`src/rtl/disp_ctrl_scheduler.sv`:
```
// Display-select code scheduler: debounced manual stepping, timed auto-cycling and hold.
// Drives the 4-bit disp_ctrl field selects of the seven-segment display multiplexer.

module disp_ctrl_debounce #(
   parameter int DEB_CYCLES = 1000000,
   parameter int DEB_W      = 20
) (
   input  logic clk,
   input  logic rst,
   input  logic btn_raw,
   output logic press
);

   localparam logic [DEB_W-1:0] DEB_LAST = DEB_W'(DEB_CYCLES - 1);

   logic             sync1_q, sync1_d;
   logic             sync2_q, sync2_d;
   logic             deb_q, deb_d;
   logic             press_q, press_d;
   logic [DEB_W-1:0] cnt_q, cnt_d;

   always_comb begin
      sync1_d = btn_raw;
      sync2_d = sync1_q;
      deb_d   = deb_q;
      cnt_d   = '0;
      if (sync2_q != deb_q) begin
         // the final qualifying cycle accepts the level instead of counting on
         if (cnt_q == DEB_LAST) begin
            deb_d = sync2_q;
            cnt_d = '0;
         end else begin
            cnt_d = cnt_q + 1'b1;
         end
      end
      press_d = deb_d & ~deb_q;
   end

   always_ff @(posedge clk) begin
      if (rst) begin
         sync1_q <= 1'b0;
         sync2_q <= 1'b0;
         deb_q   <= 1'b0;
         press_q <= 1'b0;
         cnt_q   <= '0;
      end else begin
         sync1_q <= sync1_d;
         sync2_q <= sync2_d;
         deb_q   <= deb_d;
         press_q <= press_d;
         cnt_q   <= cnt_d;
      end
   end

   assign press = press_q;

endmodule

// state  | meaning
// MANUAL | buttons step the field selects, dwell counter held at 0
// AUTO   | dwell counter runs, code advances on expiry; presses still step
// HOLD   | code frozen, dwell paused, press pulses dropped
module disp_ctrl_scheduler #(
   parameter int DEB_CYCLES   = 1000000,
   parameter int DEB_W        = 20,
   parameter int DWELL_CYCLES = 200000000,
   parameter int DWELL_W      = 28
) (
   input  logic       clk,
   input  logic       rst,
   input  logic       btn_hi,
   input  logic       btn_lo,
   input  logic       auto_en,
   input  logic       hold,
   output logic [3:0] disp_ctrl,
   output logic [1:0] mode,
   output logic       sel_changed
);

   typedef enum logic [1:0] {
      ST_MANUAL = 2'b00,
      ST_AUTO   = 2'b01,
      ST_HOLD   = 2'b10
   } state_t;

   localparam logic [DWELL_W-1:0] DWELL_LAST = DWELL_W'(DWELL_CYCLES - 1);

   state_t             state_q, state_d;
   logic [3:0]         disp_q, disp_d;
   logic               sel_q, sel_d;
   logic [DWELL_W-1:0] dwell_q, dwell_d;

   logic press_hi, press_lo;
   logic press_any;
   logic [3:0] disp_step;

   disp_ctrl_debounce #(
      .DEB_CYCLES (DEB_CYCLES),
      .DEB_W      (DEB_W)
   ) u_deb_hi (
      .clk     (clk),
      .rst     (rst),
      .btn_raw (btn_hi),
      .press   (press_hi)
   );

   disp_ctrl_debounce #(
      .DEB_CYCLES (DEB_CYCLES),
      .DEB_W      (DEB_W)
   ) u_deb_lo (
      .clk     (clk),
      .rst     (rst),
      .btn_raw (btn_lo),
      .press   (press_lo)
   );

   always_comb begin
      if (hold) begin
         state_d = ST_HOLD;
      end else if (auto_en) begin
         state_d = ST_AUTO;
      end else begin
         state_d = ST_MANUAL;
      end
   end

   // Actions follow the state being entered, so hold freezes on the cycle it is seen.
   always_comb begin
      disp_d    = disp_q;
      dwell_d   = dwell_q;
      press_any = press_hi | press_lo;
      disp_step = {disp_q[3:2] + {1'b0, press_hi}, disp_q[1:0] + {1'b0, press_lo}};

      case (state_d)
         ST_MANUAL: begin
            dwell_d = '0;
            if (press_any) begin
               disp_d = disp_step;
            end
         end
         ST_AUTO: begin
            if (press_any) begin
               disp_d  = disp_step;
               dwell_d = '0;
            end else if (state_q == ST_MANUAL) begin
               dwell_d = '0;
            end else if (dwell_q == DWELL_LAST) begin
               disp_d  = disp_q + 4'd1;
               dwell_d = '0;
            end else begin
               dwell_d = dwell_q + 1'b1;
            end
         end
         default: begin
         end
      endcase

      sel_d = (disp_d != disp_q);
   end

   always_ff @(posedge clk) begin
      if (rst) begin
         state_q <= ST_MANUAL;
         disp_q  <= 4'd0;
         sel_q   <= 1'b0;
         dwell_q <= '0;
      end else begin
         state_q <= state_d;
         disp_q  <= disp_d;
         sel_q   <= sel_d;
         dwell_q <= dwell_d;
      end
   end

   assign disp_ctrl   = disp_q;
   assign mode        = state_q;
   assign sel_changed = sel_q;

endmodule
```
`config.mk`:
```
export PLATFORM = sky130hd
export DESIGN_NAME = disp_ctrl_scheduler
export DESIGN_NICKNAME = d
export VERILOG_FILES = /design/src/rtl/disp_ctrl_scheduler.sv
export SDC_FILE = /design/constraint.sdc
export NUM_CORES = 1
export LEC_CHECK = 0
export ABC_AREA = 1
export CORE_UTILIZATION = 50
export DETAILED_ROUTE_END_ITERATION = 16
export GPL_TIMING_DRIVEN = 0
export HOLD_SLACK_MARGIN = 0.05
export PLACE_DENSITY = 0.7
export RECOVER_POWER = 100
export SLEW_MARGIN = 15
export SYNTH_ARGS = -nofsm -noshare
export SYNTH_HDL_FRONTEND = slang
export SYNTH_SLANG_ARGS = --single-unit
```
`constraint.sdc`:
```
create_clock -name clk -period 1.95 [get_ports clk]
set_clock_uncertainty 0.15 [all_clocks]
set_input_delay 0.39 -clock clk [delete_from_list [all_inputs] [get_ports clk]]
set_output_delay 0.39 -clock clk [all_outputs]
set_load 0.02 [all_outputs]
```
# After elaboration in Yosys (flattened, before gate mapping)
# Cells that the tools add are included.
[totals] register_bits=83 input_bits=6 output_inout_bits=7 elab_cells=54
[op_classes] n_addsub=6 n_eq_ne=7 n_mux=15 n_bitwise=7 n_reduce_logical=5
[ops] cell="28-bit two-way mux" n=3
[ops] cell="28-bit one-hot mux with 2 select lines" n=1
[ops] cell="20-bit by 1-bit adder with 20-bit output (second input constant)" n=2
[ops] cell="20-bit equality test (second input constant)" n=2
[ops] cell="28-bit by 1-bit adder with 28-bit output (second input constant)" n=1
[ops] cell="28-bit equality test (second input constant)" n=1
[ops] cell="4-bit two-way mux" n=4
[ops] cell="4-bit one-hot mux with 2 select lines" n=1
[ops] cell="3-bit OR reduction" n=2
[ops] cell="1-bit two-way mux" n=5
[ops] cell="2-bit by 1-bit adder with 2-bit output" n=2
[ops] cell="4-bit by 1-bit adder with 4-bit output (second input constant)" n=1
[ops] cell="2-bit logical NOT" n=2
[ops] cell="4-bit inequality test" n=1
[ops] cell="1-bit inverter" n=4
[ops] cell="1-bit bitwise AND" n=2
[ops] cell="2-bit by 1-bit equality test with 1-bit output (second input constant)" n=1
[ops] cell="2-bit two-way mux" n=1
[ops] cell="1-bit inequality test" n=2
[ops] cell="2-bit nonzero test" n=1
[ops] cell="1-bit bitwise OR" n=1

# Logic depth before layout (Yosys ltp)
[logic_depth] ltp_word=6 depth_mapped=16

# Modules after synthesis
# Synthesis repeated with hierarchy kept, for this count alone.
[hier_totals] cells_unflattened=650 area_unflattened_um2=4585.6
[by_module_without_submodules] module="disp_ctrl_debounce" instances=2 cells_per_inst=174 area_per_inst_um2=1233.7 seq_area_each_um2=480.5
[by_module_without_submodules] module="disp_ctrl_scheduler" instances=1 cells_per_inst=302 area_per_inst_um2=2118.3 seq_area_each_um2=700.7

# Worst setup path before layout
# Ideal clock, no wire load.
[synth_path] kind="reg-to-reg" startpoint="reg dwell_q[0]" endpoint="reg dwell_q[24]" t_arrival_ns=1.621 required_ns=1.682 setup_slack_ns=0.061 stages_incl_launch_ff=15 n_path_buf=0 synth_period_minus_slack_ns=1.889 path_cell_list="dfxtp_1 ha_1 nand2_1 nor2_2 nand2_4 inv_2 nand3_2 nor3_4 nand3_2 nor3_2 inv_2 nor2_2 nand2_1 nand2_1 o21ai_1"
[synth_between] elab_chain_cells=5 elab_cells_between_ends=6
[synth_lines] element="start, declared" line="91" rtl="logic [DWELL_W-1:0] dwell_q, dwell_d;"
[synth_lines] element="start signal, assigned" line="171" rtl="dwell_q <= dwell_d;"
[synth_lines] element="28-bit by 1-bit adder with 28-bit output / 28-bit equality test (equally long branches)" line="151, 147"
[synth_lines] element="28-bit two-way mux *" line="147" rtl="end else if (dwell_q == DWELL_LAST) begin"
[synth_lines] element="28-bit two-way mux *" line="145" rtl="end else if (state_q == ST_MANUAL) begin"
[synth_lines] element="28-bit two-way mux *" line="142" rtl="if (press_any) begin"
[synth_lines] element="28-bit one-hot mux with 2 select lines *" line="134" rtl="case (state_d)"
# Mark *: on every way between the ends. The rest lies on a longest branch, timed or not.
# A chain may end at the register's enable or synchronous reset.

# Final worst setup path
[layout_path] startpoint="reg u_deb_lo.cnt_q[1]" endpoint="reg u_deb_lo.cnt_q[16]"
[layout_between] elab_chain_cells=2 elab_cells_between_ends=3
[layout_lines] element="start, declared" line="20" rtl="logic [DEB_W-1:0] cnt_q, cnt_d;"
[layout_lines] element="start signal, assigned" line="51" rtl="cnt_q <= cnt_d;"
[layout_lines] element="parallel branches: the longest is 2 deep, another holds 20-bit by 1-bit adder with 20-bit output"
# Several ways; the timed one is not identified.

==> impl_summary.txt <==
----------------------------------------------------
[Outcome]
  Outcome ... complete, but fails checks
  Failing checks ... setup timing

[Timing]
  Number of pins exceeding their max-slew limit in the final report ... 0
  Tightest slew margin relative to the limit ... 57.0%
  Count of endpoints failing setup in the final report ... 35
  RSZ-0062 raised after global routing ... true
  Portion of the clock cycle consumed by the worst path in the final layout ... 107%
  Worst-margin pin slew ... 0.644 ns
  Least setup slack across all paths after layout ... -0.136 ns
  Achievable frequency ... 0.479 GHz
  Count of endpoints failing hold in the final timing report ... 0
  Minimum period implied by the final worst setup slack ... 2.09 ns
  Setup total negative slack ... -1.57 ns

[Routing]
  Iter 0 DRT Violations ... 171
  Via density ... 5.37
  Post-route ant nets ... 0
  Count of TritonRoute iterations in the first routing pass ... 4
  Vias after detailed routing ... 4070
  Routed Wire Length ... 10.3 mm
  Drt drc ... 0
  WL/cell ... 13.6 µm

[Yosys]
  Leading post-synthesis cells by instance count ... 106 x nand2_1, 83 x dfxtp_1, 71 x inv_1, 71 x nor2_1, 40 x a21oi_1
  Largest family of logic cells by synthesized area ... simple AND/OR/NAND/NOR gates
  Simple-gate portion of the synthesized area ... 38.4%
  Top cells by area in the synthesized netlist ... dfxtp_1 39%, nand2_1 9.3%, inv_1 6.2%
  Flip-flop and latch count after synthesis ... 83
  Post-synthesis cell count ... 578
  Unique cell type count in the Yosys netlist ... 41
  Portion of synthesized cell area occupied by the leading cell type ... 38.8%
  Yosys top cell by area ... dfxtp_1
  Count of flip-flops with a built-in enable after synthesis ... 0
  Portion of the post-synthesis area used by sequential elements ... 38.8%
  Number of nets produced by synthesis ... 590
  Dominant register cell in the synthesized netlist ... dfxtp_1
  Dominant cell by count in the synthesized netlist ... nand2_1
  FFs w/ async S/R, synth ... 0%
  Count of yosys warnings during synthesis ... 0
  Post-synthesis mux area share ... 0%
  Synthesized area per cell ... 7.41 µm²
  Post-Synth XOR/XNOR Area ... 3.48%
  Cell area after synthesis ... 4280 µm²
  Synthesized-area fraction occupied by ao, oa, aoi and oai cells ... 9.84%
  Adder-cell share of the synthesized area ... 1.75%

[Global routing]
  Global Route Usage Sum ... 21.9%
  Largest net degree at the start of global routing ... 15
  Via count of the first global-routing pass ... 3555
  First-pass GRT wire length ... 15.3 mm
  Congestion Overflow GR ... 0
  Number of antenna violations at the first check in global routing ... 0

[Final layout]
  Sequential Area ... 1680 µm²
  Share of the core filled with cells in the final layout ... 66.9%
  Area growth from synthesis to layout ... 28.9%
  Inserted Diodes ... 0
  Fillers ... 657
  Number of non-filler instances in the completed layout ... 758
  Proportion of layout cells with a drive suffix above 1 ... 29.7%
  Area used by multi-input combinational logic ... 2670 µm²
  Final #Nets ... 660

[Critical path]
  Launching element type of the critical path ... register
  Req. time, crit path ... 2.12 ns
  Critical path start-end classification ... register to register
  Critical path endpoint category ... register
  Worst-case register-to-register setup slack ... -0.14 ns
  Crit path arrival time ... 2.25 ns
  Largest fanout on the critical path ... 3
  Worst r2r path cells ... 12

[Run]
  Max capacitance violation total ... 0

[Clocking]
  CTS H-tree depth ... 3
  Clock tree from TritonCTS ... done
  Clk buf depth ... 2
  Clock sinks ... 83
  Skew-Pair Late Insertion Delay ... 0.37 ns
  CTS clk-pin slew, worst paths ... 0.09 ns
  Cts bufs inserted ... 9
  Root buf cell ... clkbuf_8

[Floorplanning]
  Die span in y ... 94.6 µm
  Die Footprint ... 8940 µm²
  Core area ... 8260 µm²
  Starting Density ... 51.9%
  Die extent in x ... 94.6 µm
  I/O pin count ... 13
  Row Count ... 33

[Power and ir drop]
  Power density over the cells ... 567 nW/µm²
  Leakage power of the design ... 2.24 nW
  Worst VDD drop ... 0.339 mV

[Placement]
  Placed Cells ... 695
  Gp weighted congestion ... 0.836
  Post-DP HPWL ... 6.35 mm
  Count of buffers inserted at the top-level ports ... 12

[Min path]
  Classification of the worst-slack hold path ... register to register
  Worst hold path stage count ... 2

----------------------------------------------------
layout make-up:
| type | count | share of cell area, % |
|---|---|---|
| Inverter | 78 | 5.39 |
| Timing Repair Buffer | 59 | 8.81 |
| Clock inverter | 5 | 1.09 |
| Multi-Input combinational cell | 409 | 48.2 |
| Tap cell | 105 | 2.38 |
| Sequential cell | 83 | 30.4 |
| Buffer | 8 | 1.13 |
| Clock buffer | 11 | 2.56 |
per-stage QoR:
stage	hold slack [ns]	worst slack, ns	instance area [µm²]	total power, mW
CTS	0.258	-0.133	5000	3.13
floorplan	0.238	0.0606	4280	1.81
finish	0.260	-0.136	5520	3.13
global route	0.276	-0.292	5520	3.23
global placement	0.249	-0.532	4540	1.84
detailed placement	0.247	-0.546	4540	1.84
state kept, by name, summed over array words and instances (netlist names), 2 cells and up:
register	cells
u_deb_hi.cnt_q	20
dwell_q	28
mode	2
disp_ctrl	4
u_deb_lo.cnt_q	20
cell usage in the layout (no fill, tap or decap), types with 10 or more instances in the layout:
| cell type | count |
|---|---|
| nand2_2 | 17 |
| nor2_1 | 63 |
| dfxtp_1 | 71 |
| xor2_1 | 15 |
| nand3_1 | 14 |
| nand4_1 | 13 |
| nand2_1 | 90 |
| dfxtp_2 | 11 |
| buf_4 | 42 |
| a21oi_1 | 34 |
| nor3_1 | 21 |
| clkbuf_8 | 10 |
| inv_1 | 68 |
| nor2_4 | 14 |
| o21ai_0 | 12 |
| nor2_2 | 11 |
worst max-delay path, stage by stage (launching register included):
cell and delay, ns:
dfxtp_2 0.37, ha_4 0.16, nand2_4 0.06, nor2_4 0.10
nand2_2 0.09, inv_4 0.09, nand3_4 0.08, nor3_4 0.17
nand2_2 0.10, nor4_4 0.31, nand2_2 0.11, a21oi_2 0.15
o21a_1 0.12
report_power, final:
group	leakage, nW	total, mW	internal, mW	switching, mW
sequential	0.676	1.71	1.70	0.00609
combinational	1.47	0.134	0.0524	0.0817
clock	0.0999	1.29	0.632	0.659
total	2.24	3.13	2.39	0.746
repair_timing:
action                                  4_1_cts  5_1_grt
endpoints found under the setup margin       68       70
buffers inserted                             15       30
pin swaps                                    21       36
hold buffers                                  0        0
cloned                                        1        1
gates resized for setup                      45       85
path summary, 6_finish.rpt:
path                         to               from
max reg2reg  u_deb_lo.cnt_q[16]  u_deb_lo.cnt_q[1]
min reg2reg    u_deb_hi.sync2_q   u_deb_hi.sync1_q
min            u_deb_hi.sync2_q   u_deb_hi.sync1_q
max          u_deb_lo.cnt_q[16]  u_deb_lo.cnt_q[1]
routing by layer:
layer,vias to the layer above,GRT usage [%],wire length [µm]
met5,-,0,0
met4,0,9.60,170
met3,21,4.35,420
met2,82,38.6,5290
met1,1929,25.7,4440
li1,2038,-,-
cell families (layout without fill, tap and decap cells):
kind of cell    Yosys count  count (layout)
buf+inv                  86             161
flops                    83              83
simple gates            309             309
fa+ha+maj                 6               6
compound gates           77              77
xor+xnor                 17              17
No activity file was read; power rests on OpenSTA's default activity.
